$ cat src/rtl/if_fetch_ctrl_if.sv
// Bus bundle between the instruction-fetch controller and its environment
// (hazard unit, EX-stage redirect, program loader, instruction memory).
//
// Loader handshake: ld_req is held high by the loader for each cycle it
// presents a write (ld_addr/ld_data valid). Once the controller is in LOAD,
// every such cycle is consumed, and ld_ack pulses on the following edge
// (with ld_err if the address was out of range). Dropping ld_req releases
// the memory port back to fetch.
interface if_fetch_ctrl_if;
  logic        stall;
  logic        br_taken;
  logic [31:0] br_target;
  logic        ld_req;
  logic [31:0] ld_addr;
  logic [31:0] ld_data;
  logic        ld_ack;
  logic        ld_err;
  logic [31:0] im_addr;
  logic        im_we;
  logic [31:0] im_wdata;
  logic [31:0] im_rdata;
  logic [31:0] pc;
  logic [31:0] ifid_instr;
  logic [31:0] ifid_pc;
  logic        ifid_valid;
  logic        halted;
  logic [1:0]  dbg_state;

  // Controller side
  modport master (
    input  stall, br_taken, br_target, ld_req, ld_addr, ld_data, im_rdata,
    output ld_ack, ld_err, im_addr, im_we, im_wdata, pc,
           ifid_instr, ifid_pc, ifid_valid, halted, dbg_state
  );

  // Environment side
  modport slave (
    output stall, br_taken, br_target, ld_req, ld_addr, ld_data, im_rdata,
    input  ld_ack, ld_err, im_addr, im_we, im_wdata, pc,
           ifid_instr, ifid_pc, ifid_valid, halted, dbg_state
  );
endinterface

$ cat src/rtl/if_fetch_ctrl.sv
// Instruction-fetch controller: owns the pc, fills the IF/ID latch from a
// combinational-read instruction memory, honours stall/redirect, and lends
// the memory port to a program loader while the CPU is parked.
module if_fetch_ctrl #(
  parameter int          IM_DEPTH     = 200,
  parameter logic [31:0] RESET_PC     = 32'd0,
  parameter int          HALT_ON_ZERO = 1
) (
  input  logic     clk,
  input  logic     rst_n,
  if_fetch_ctrl_if.master bus
);

  typedef enum logic [1:0] {
    RUN  = 2'd0,
    HALT = 2'd1,
    LOAD = 2'd2
  } state_t;

  localparam logic [31:0] LIMIT = 32'(4 * IM_DEPTH);

  state_t      state, state_n;
  logic [31:0] pc_q, pc_n;
  logic [31:0] instr_q, instr_n;
  logic [31:0] ifpc_q, ifpc_n;
  logic        valid_q, valid_n;
  logic        ack_q, ack_n;
  logic        err_q, err_n;
  logic        ld_in_range;
  logic        word_is_zero;
  logic        unused_br_bits;

  assign ld_in_range    = (bus.ld_addr < LIMIT);
  assign word_is_zero   = (HALT_ON_ZERO != 0) && (bus.im_rdata == 32'd0);
  // Redirects are word-aligned, so the low target bits carry no information.
  assign unused_br_bits = ^bus.br_target[1:0];

  // State and pipeline registers
  always_ff @(posedge clk or negedge rst_n) begin
    if (!rst_n) begin
      state   <= RUN;
      pc_q    <= RESET_PC;
      instr_q <= 32'd0;
      ifpc_q  <= 32'd0;
      valid_q <= 1'b0;
      ack_q   <= 1'b0;
      err_q   <= 1'b0;
    end else begin
      state   <= state_n;
      pc_q    <= pc_n;
      instr_q <= instr_n;
      ifpc_q  <= ifpc_n;
      valid_q <= valid_n;
      ack_q   <= ack_n;
      err_q   <= err_n;
    end
  end

  // Next-state: load beats redirect beats stall beats normal advance
  always_comb begin
    state_n = state;
    pc_n    = pc_q;
    instr_n = instr_q;
    ifpc_n  = ifpc_q;
    valid_n = valid_q;
    ack_n   = 1'b0;
    err_n   = 1'b0;
    case (state)
      RUN: begin
        if (bus.ld_req) begin
          state_n = LOAD;
          valid_n = 1'b0;
        end else if (bus.br_taken) begin
          pc_n    = {bus.br_target[31:2], 2'b00};
          valid_n = 1'b0;
        end else if (bus.stall) begin
          // hold everything
        end else if (pc_q >= LIMIT || word_is_zero) begin
          // Out-of-range or terminating word is never latched.
          state_n = HALT;
          valid_n = 1'b0;
        end else begin
          instr_n = bus.im_rdata;
          ifpc_n  = pc_q;
          valid_n = 1'b1;
          pc_n    = pc_q + 32'd4;
        end
      end
      HALT: begin
        valid_n = 1'b0;
        if (bus.ld_req) state_n = LOAD;
      end
      LOAD: begin
        valid_n = 1'b0;
        if (bus.ld_req) begin
          ack_n = 1'b1;
          err_n = !ld_in_range;
        end else begin
          state_n = RUN;
          pc_n    = RESET_PC;
        end
      end
      default: begin
        state_n = RUN;
        valid_n = 1'b0;
      end
    endcase
  end

  // Memory port mux: loader owns the port only in LOAD
  always_comb begin
    bus.im_addr  = pc_q;
    bus.im_we    = 1'b0;
    bus.im_wdata = bus.ld_data;
    if (state == LOAD) begin
      bus.im_addr = {bus.ld_addr[31:2], 2'b00};
      bus.im_we   = bus.ld_req && ld_in_range;
    end
  end

  assign bus.pc         = pc_q;
  assign bus.ifid_instr = instr_q;
  assign bus.ifid_pc    = ifpc_q;
  assign bus.ifid_valid = valid_q;
  assign bus.ld_ack     = ack_q;
  assign bus.ld_err     = err_q;
  assign bus.halted     = (state == HALT);
  assign bus.dbg_state  = state;

endmodule

$ cat src/flat_wrapper.sv
// flat-port wrapper written by rule: the top's interface ports become plain ports
module if_fetch_ctrl_flat 
#(
  parameter int          IM_DEPTH     = 200,
  parameter logic [31:0] RESET_PC     = 32'd0,
  parameter int          HALT_ON_ZERO = 1
)
  (clk, rst_n, bus_stall, bus_br_taken, bus_br_target, bus_ld_req, bus_ld_addr, bus_ld_data, bus_im_rdata, bus_ld_ack, bus_ld_err, bus_im_addr, bus_im_we, bus_im_wdata, bus_pc, bus_ifid_instr, bus_ifid_pc, bus_ifid_valid, bus_halted, bus_dbg_state);
  if_fetch_ctrl_if bus_i ();
  input  logic clk;
  input  logic rst_n;
  input wire logic [$bits(bus_i.stall)-1:0] bus_stall;
  input wire logic [$bits(bus_i.br_taken)-1:0] bus_br_taken;
  input wire logic [$bits(bus_i.br_target)-1:0] bus_br_target;
  input wire logic [$bits(bus_i.ld_req)-1:0] bus_ld_req;
  input wire logic [$bits(bus_i.ld_addr)-1:0] bus_ld_addr;
  input wire logic [$bits(bus_i.ld_data)-1:0] bus_ld_data;
  input wire logic [$bits(bus_i.im_rdata)-1:0] bus_im_rdata;
  output wire logic [$bits(bus_i.ld_ack)-1:0] bus_ld_ack;
  output wire logic [$bits(bus_i.ld_err)-1:0] bus_ld_err;
  output wire logic [$bits(bus_i.im_addr)-1:0] bus_im_addr;
  output wire logic [$bits(bus_i.im_we)-1:0] bus_im_we;
  output wire logic [$bits(bus_i.im_wdata)-1:0] bus_im_wdata;
  output wire logic [$bits(bus_i.pc)-1:0] bus_pc;
  output wire logic [$bits(bus_i.ifid_instr)-1:0] bus_ifid_instr;
  output wire logic [$bits(bus_i.ifid_pc)-1:0] bus_ifid_pc;
  output wire logic [$bits(bus_i.ifid_valid)-1:0] bus_ifid_valid;
  output wire logic [$bits(bus_i.halted)-1:0] bus_halted;
  output wire logic [$bits(bus_i.dbg_state)-1:0] bus_dbg_state;
  assign bus_i.stall = bus_stall;
  assign bus_i.br_taken = bus_br_taken;
  assign bus_i.br_target = bus_br_target;
  assign bus_i.ld_req = bus_ld_req;
  assign bus_i.ld_addr = bus_ld_addr;
  assign bus_i.ld_data = bus_ld_data;
  assign bus_i.im_rdata = bus_im_rdata;
  assign bus_ld_ack = bus_i.ld_ack;
  assign bus_ld_err = bus_i.ld_err;
  assign bus_im_addr = bus_i.im_addr;
  assign bus_im_we = bus_i.im_we;
  assign bus_im_wdata = bus_i.im_wdata;
  assign bus_pc = bus_i.pc;
  assign bus_ifid_instr = bus_i.ifid_instr;
  assign bus_ifid_pc = bus_i.ifid_pc;
  assign bus_ifid_valid = bus_i.ifid_valid;
  assign bus_halted = bus_i.halted;
  assign bus_dbg_state = bus_i.dbg_state;
  if_fetch_ctrl #(.IM_DEPTH(IM_DEPTH), .RESET_PC(RESET_PC), .HALT_ON_ZERO(HALT_ON_ZERO)) u_core (.clk(clk), .rst_n(rst_n), .bus(bus_i));
endmodule
$ cat config.mk
export PLATFORM = sky130hd
export DESIGN_NAME = if_fetch_ctrl_flat
export DESIGN_NICKNAME = d
export VERILOG_FILES = /design/src/rtl/if_fetch_ctrl_if.sv /design/src/rtl/if_fetch_ctrl.sv /design/src/flat_wrapper.sv
export SDC_FILE = /design/constraint.sdc
export NUM_CORES = 1
export LEC_CHECK = 0
export BUFFER_PORTS_ARGS = -buffer_cell sky130_fd_sc_hd__buf_2
export CAP_MARGIN = 15
export CORE_MARGIN = 4
export CORE_UTILIZATION = 35
export DETAILED_ROUTE_END_ITERATION = 10
export HOLD_SLACK_MARGIN = 0.03
export PLACE_DENSITY = 0.69
export SYNTH_ARGS = -nofsm -noshare
export SYNTH_HDL_FRONTEND = slang
export SYNTH_SLANG_ARGS = --single-unit
$ cat constraint.sdc
create_clock -name clk -period 2.3 [get_ports clk]
set_clock_uncertainty 0.2 [all_clocks]
set_input_delay 0.46 -clock clk [delete_from_list [all_inputs] [get_ports clk]]
set_output_delay 0.46 -clock clk [all_outputs]
set_load 0.05 [all_outputs]
After elaboration in Yosys (flattened, before gate mapping) --
Cells that the tools add are included.
Word-level totals: register bits 101, output and inout port bits 167
Cells by class: add/subtract/negate cells 1, $lt $le $gt $ge 2, equal/unequal tests 11, mux-type cells 24, bitwise logic cells 4, reduce and logical (&&, ||, !) cells 9
Operator list (count):
- 2-to-1 mux 32 bit | 6
- case mux 32 bit (2 select lines) | 1
- adder 32 x 3 -> 32 bit, second input constant | 1
- >= comparator 32 x 10 -> 1 bit, second input constant | 1
- logical NOT 32 bit | 1
- < comparator 32 x 10 -> 1 bit, second input constant | 1
- AND reduction 5 bit | 3
- 2-to-1 mux 2 bit | 6
- != test 3 bit, second input constant | 4
- 2-to-1 mux 1 bit | 10
- != test 2 bit, second input constant | 3
- case mux 2 bit (3 select lines) | 1
- != test 4 bit, second input constant | 1
- NOT 1 bit | 4
- != test 3 x 2 -> 1 bit, second input constant | 1
- == test 2 x 1 -> 1 bit, second input constant | 1
- == test 2 bit, second input constant | 1
- logical NOT 2 bit | 1
- nonzero test 2 bit | 1
- logical AND 1 bit | 1
- logical NOT 1 bit | 1
- logical OR 1 bit | 1

Depth between registers and ports, before layout --
depth after elaboration 7, gate-level depth with buffers 7, gate-level depth less buffers 6

Worst setup path after synthesis --
Ideal clock, no wire load.
path type register to output, start point reg u_core.state[1] (netlist: u_core.bus.dbg_state[1]), end point out bus_im_we, arrival 2.587 ns, setup slack -0.947 ns, cell stages (with the launch flop) 6, path buffers 2, path through dfrtp_1 -> nor2b_1 -> clkbuf_1 -> clkbuf_1 -> nand2_1 -> nor3_1
On the way: longest elaborated chain between the ends 2
Ends and longest elaborated chain:
- from (decl) | line if_fetch_ctrl.sv:22 | state_t state, state_n;
- from (signal assigned) | line if_fetch_ctrl.sv:49 | state <= state_n;
- == test 2 bit | line if_fetch_ctrl.sv:115 | if (state == LOAD) begin
- 2-to-1 mux 1 bit | line if_fetch_ctrl.sv:115
- to (decl) | line flat_wrapper.sv:22 | output wire logic [$bits(bus_i.im_we)-1:0] bus_im_we;
Every way passes these cells.

Worst setup path after layout --
start point reg u_core.state[0] (netlist: u_core.bus.dbg_state[0]), end point out bus_im_addr[29]
On the way: longest elaborated chain between the ends 2
Ends and longest elaborated chain:
- == test 2 bit | line if_fetch_ctrl.sv:115
- 2-to-1 mux 32 bit | line if_fetch_ctrl.sv:115
- to (decl) | line flat_wrapper.sv:21 | output wire logic [$bits(bus_i.im_addr)-1:0] bus_im_addr;
Every way passes these cells.

==> flow_metrics.tcl <==
set metrics [dict create \
    worstPathRequired_ns 1.64 \
    r2r_start "u_core.bus.dbg_state[0]" \
    gr-total-overflow 0 \
    ys.flop_type "dfrtp_1" \
    drtIter0Drc 227 \
    place_area_sq_um 7030 \
    ctsHtreeMaxLevel 3 \
    place_congestion 0.881 \
    wl_per_cell_microns 20.7 \
    syn-cell-area_sq_um 5140 \
    ys_types 48 \
    io_buffers 225 \
    vdd_drop_max_mv 0.314 \
    synth_seq_cells 97 \
    layout_setup_ws_ns -0.0820 \
    cts_buffer_depth 2 \
    dr.pass1.iters 4 \
    cts_sinks 97 \
    setup.worst_path.start_class "flop" \
    rsz0062_at_grt "yes" \
    min_period_over_period_pct 104 \
    instances_no_fill 957 \
    violations "negative setup slack" \
    hpwlAfterDp_microns 14900 \
    path_clk_slew_ns 0.07 \
    dpl.cell_count 920 \
    async_flop_share_pct 100 \
    antenna_found_initial 1 \
    tns_ns -3.47 \
    status "finished, violations left" \
    min_to "u_core.bus.pc[31]" \
    power_density_nw_per_um2 736 \
    max_freq_mhz 420 \
    grt_pass1_vias 4943 \
    min_from "bus_br_target[31]" \
    crit_fanout 4 \
    path_class "flop to output port" \
    synth.avg_cell_area_sq_um 10.8 \
    worstMarginPinSlew_ns 0.540 \
    seq_area_frac_synth_pct 47.3 \
    antenna_left 0 \
    start_util_pct 35.5 \
    power_uw 6000 \
    final_nets 903 \
    area_growth_pct 58.8 \
    min_path_cells 2 \
    grt_max_degree 43 \
    die_y_microns 129 \
    wl_microns 19800 \
    setup_viol 74 \
    final_area_sq_um 8150 \
    netlist_instances 474 \
    n_antenna_cell 0 \
    die_x_microns 129 \
    critPathCaptureType "output port" \
    grt_pass1_wl_microns 28500 \
    r2r_cells 7 \
    post-route-util_pct 56.3 \
    nFillCells 1206 \
    cts_tree "done" \
    drc 0 \
    period_minus_slack_ns 2.38 \
    rows 44 \
    ios 300 \
    slew_violations 0 \
    critPathArrivalTime_ns 1.72 \
    cts_root_buf "clkbuf_16" \
    clock_latency_ns 0.35 \
    cap_violations 0 \
    die_area_sq_um 16700 \
    ys_warn_count 0 \
    reg2reg_to "u_core.bus.ifid_instr[25]" \
    relSlewSlack_pct 64.0 \
    drive_gt1_share_pct 63.1 \
    final_common_cell "buf_2" \
    synth_edf_count 0 \
    via_per_inst 5.22 \
    finalHoldViolCount 0 \
    core_area_sq_um 14500 \
    dr_total_vias 4993 \
    final_cell_mix "193 x buf_2, 92 x buf_4, 78 x dfrtp_1" \
    cts-buffers-inserted 9 \
    leakage_uw 0.00431 \
    grt_usage_pct 22.4 \
    min_path_type "input port to flop" \
    r2r_slack_ns -0.07 \
]
layout make-up:
cell class | instances | area [sq um] | area share (%)
clock buffer | 10 | 229 | 2.81
clock inverter | 6 | 75.1 | 0.921
inverter | 13 | 48.8 | 0.598
multi-input combinational | 306 | 2660 | 32.6
sequential | 97 | 2450 | 30.1
tap | 184 | 230 | 2.82
timing repair buffer | 341 | 2460 | 30.2
routing by layer:
metal	up-vias	global-route usage (%)	wire length, microns
li1	2273	-	-
met1	2398	26.0	7490
met2	278	39.9	10100
met3	42	5.32	1750
met4	2	8.46	507
met5	-	0	7
sequential cells by signal, summed over array words and instances, names as in the netlist:
signal,flops
u_core.bus.pc,30
u_core.bus.ld_err,1
u_core.bus.ld_ack,1
u_core.bus.dbg_state,2
u_core.bus.ifid_valid,1
u_core.bus.ifid_instr,32
u_core.bus.ifid_pc,30
Yosys cell counts (all sizes together), types with 5 or more instances:
| cell | instances | share of area [%] |
|---|---|---|
| and2 | 23 | 2.8 |
| nor2 | 12 | 0.88 |
| nand3 | 18 | 1.8 |
| nor4 | 22 | 3.0 |
| buf | 45 | 6.7 |
| clkbuf | 18 | 1.3 |
| a22o | 7 | 1.2 |
| a21oi | 20 | 1.9 |
| or4 | 5 | 0.80 |
| and3 | 5 | 0.61 |
| mux2 | 60 | 16 |
| o22ai | 8 | 0.97 |
| dfrtp | 97 | 47 |
| nand2 | 36 | 2.8 |
| inv | 13 | 0.95 |
| nor3 | 14 | 1.4 |
| o21ai | 25 | 2.4 |
| nand4 | 6 | 0.73 |
worst max path at each step:
stage | end | start | slack [ns] | cells past startpoint
6_report | bus_im_addr[29] | u_core.bus.dbg_state[0] | -0.08 | 5
3_5_place_dp | u_core.bus.pc[21] | bus_im_rdata[24] | -0.33 | 9
3_3_place_gp | u_core.bus.pc[29] | bus_im_rdata[24] | -0.29 | 9
2_1_floorplan | u_core.bus.ifid_pc[5] | u_core.bus.pc[7] | -0.20 | 7
4_1_cts | bus_im_addr[11] | u_core.bus.dbg_state[0] | -0.08 | 5
5_1_grt | u_core.bus.ifid_instr[24] | u_core.bus.pc[23] | -0.13 | 6
worst max-delay path: stages (launching register included):
cell and delay, ns:
dfrtp_2 0.43, nor2b_4 0.18, buf_12 0.15, clkbuf_16 0.15, mux2_4 0.31, buf_8 0.15
per-stage QoR:
step                      setup slack [ns]  hold WS [ns]
after floorplan                     -0.203       -0.0356
after global placement              -0.288         0.266
after detailed placement            -0.330         0.265
after CTS                          -0.0763         0.119
after global routing                -0.126         0.126
final                              -0.0820         0.133
logic make-up (layout without fill, tap and decap cells):
group           Yosys count  count (layout)  synth area share, %
other cells               1               6               0.0730
simple gates            148             148                 15.7
buf+inv                  76             370                 8.94
flops                    97              97                 47.3
mux                      62              62                 16.3
fa+ha+maj                 2               2                0.487
compound gates           88              88                 11.2
timing repair:
| action | CTS | global route |
|---|---|---|
| hold buffers | 1 | 0 |
| hold endpoints to repair | 39 | 0 |
| gates cloned | 2 | 3 |
| pin swaps | 9 | 6 |
| setup buffers | 9 | 6 |
| setup endpoints to repair | 99 | 111 |
| resized for setup | 113 | 44 |
where the power goes:
part,leakage [uW],switching (uW),internal [uW],total (uW)
clock,0.000146,696,862,1560
combinational,0.00287,1560,884,2450
sequential,0.00130,114,1890,2000
Note: power is estimated with default switching activity, not from simulation.
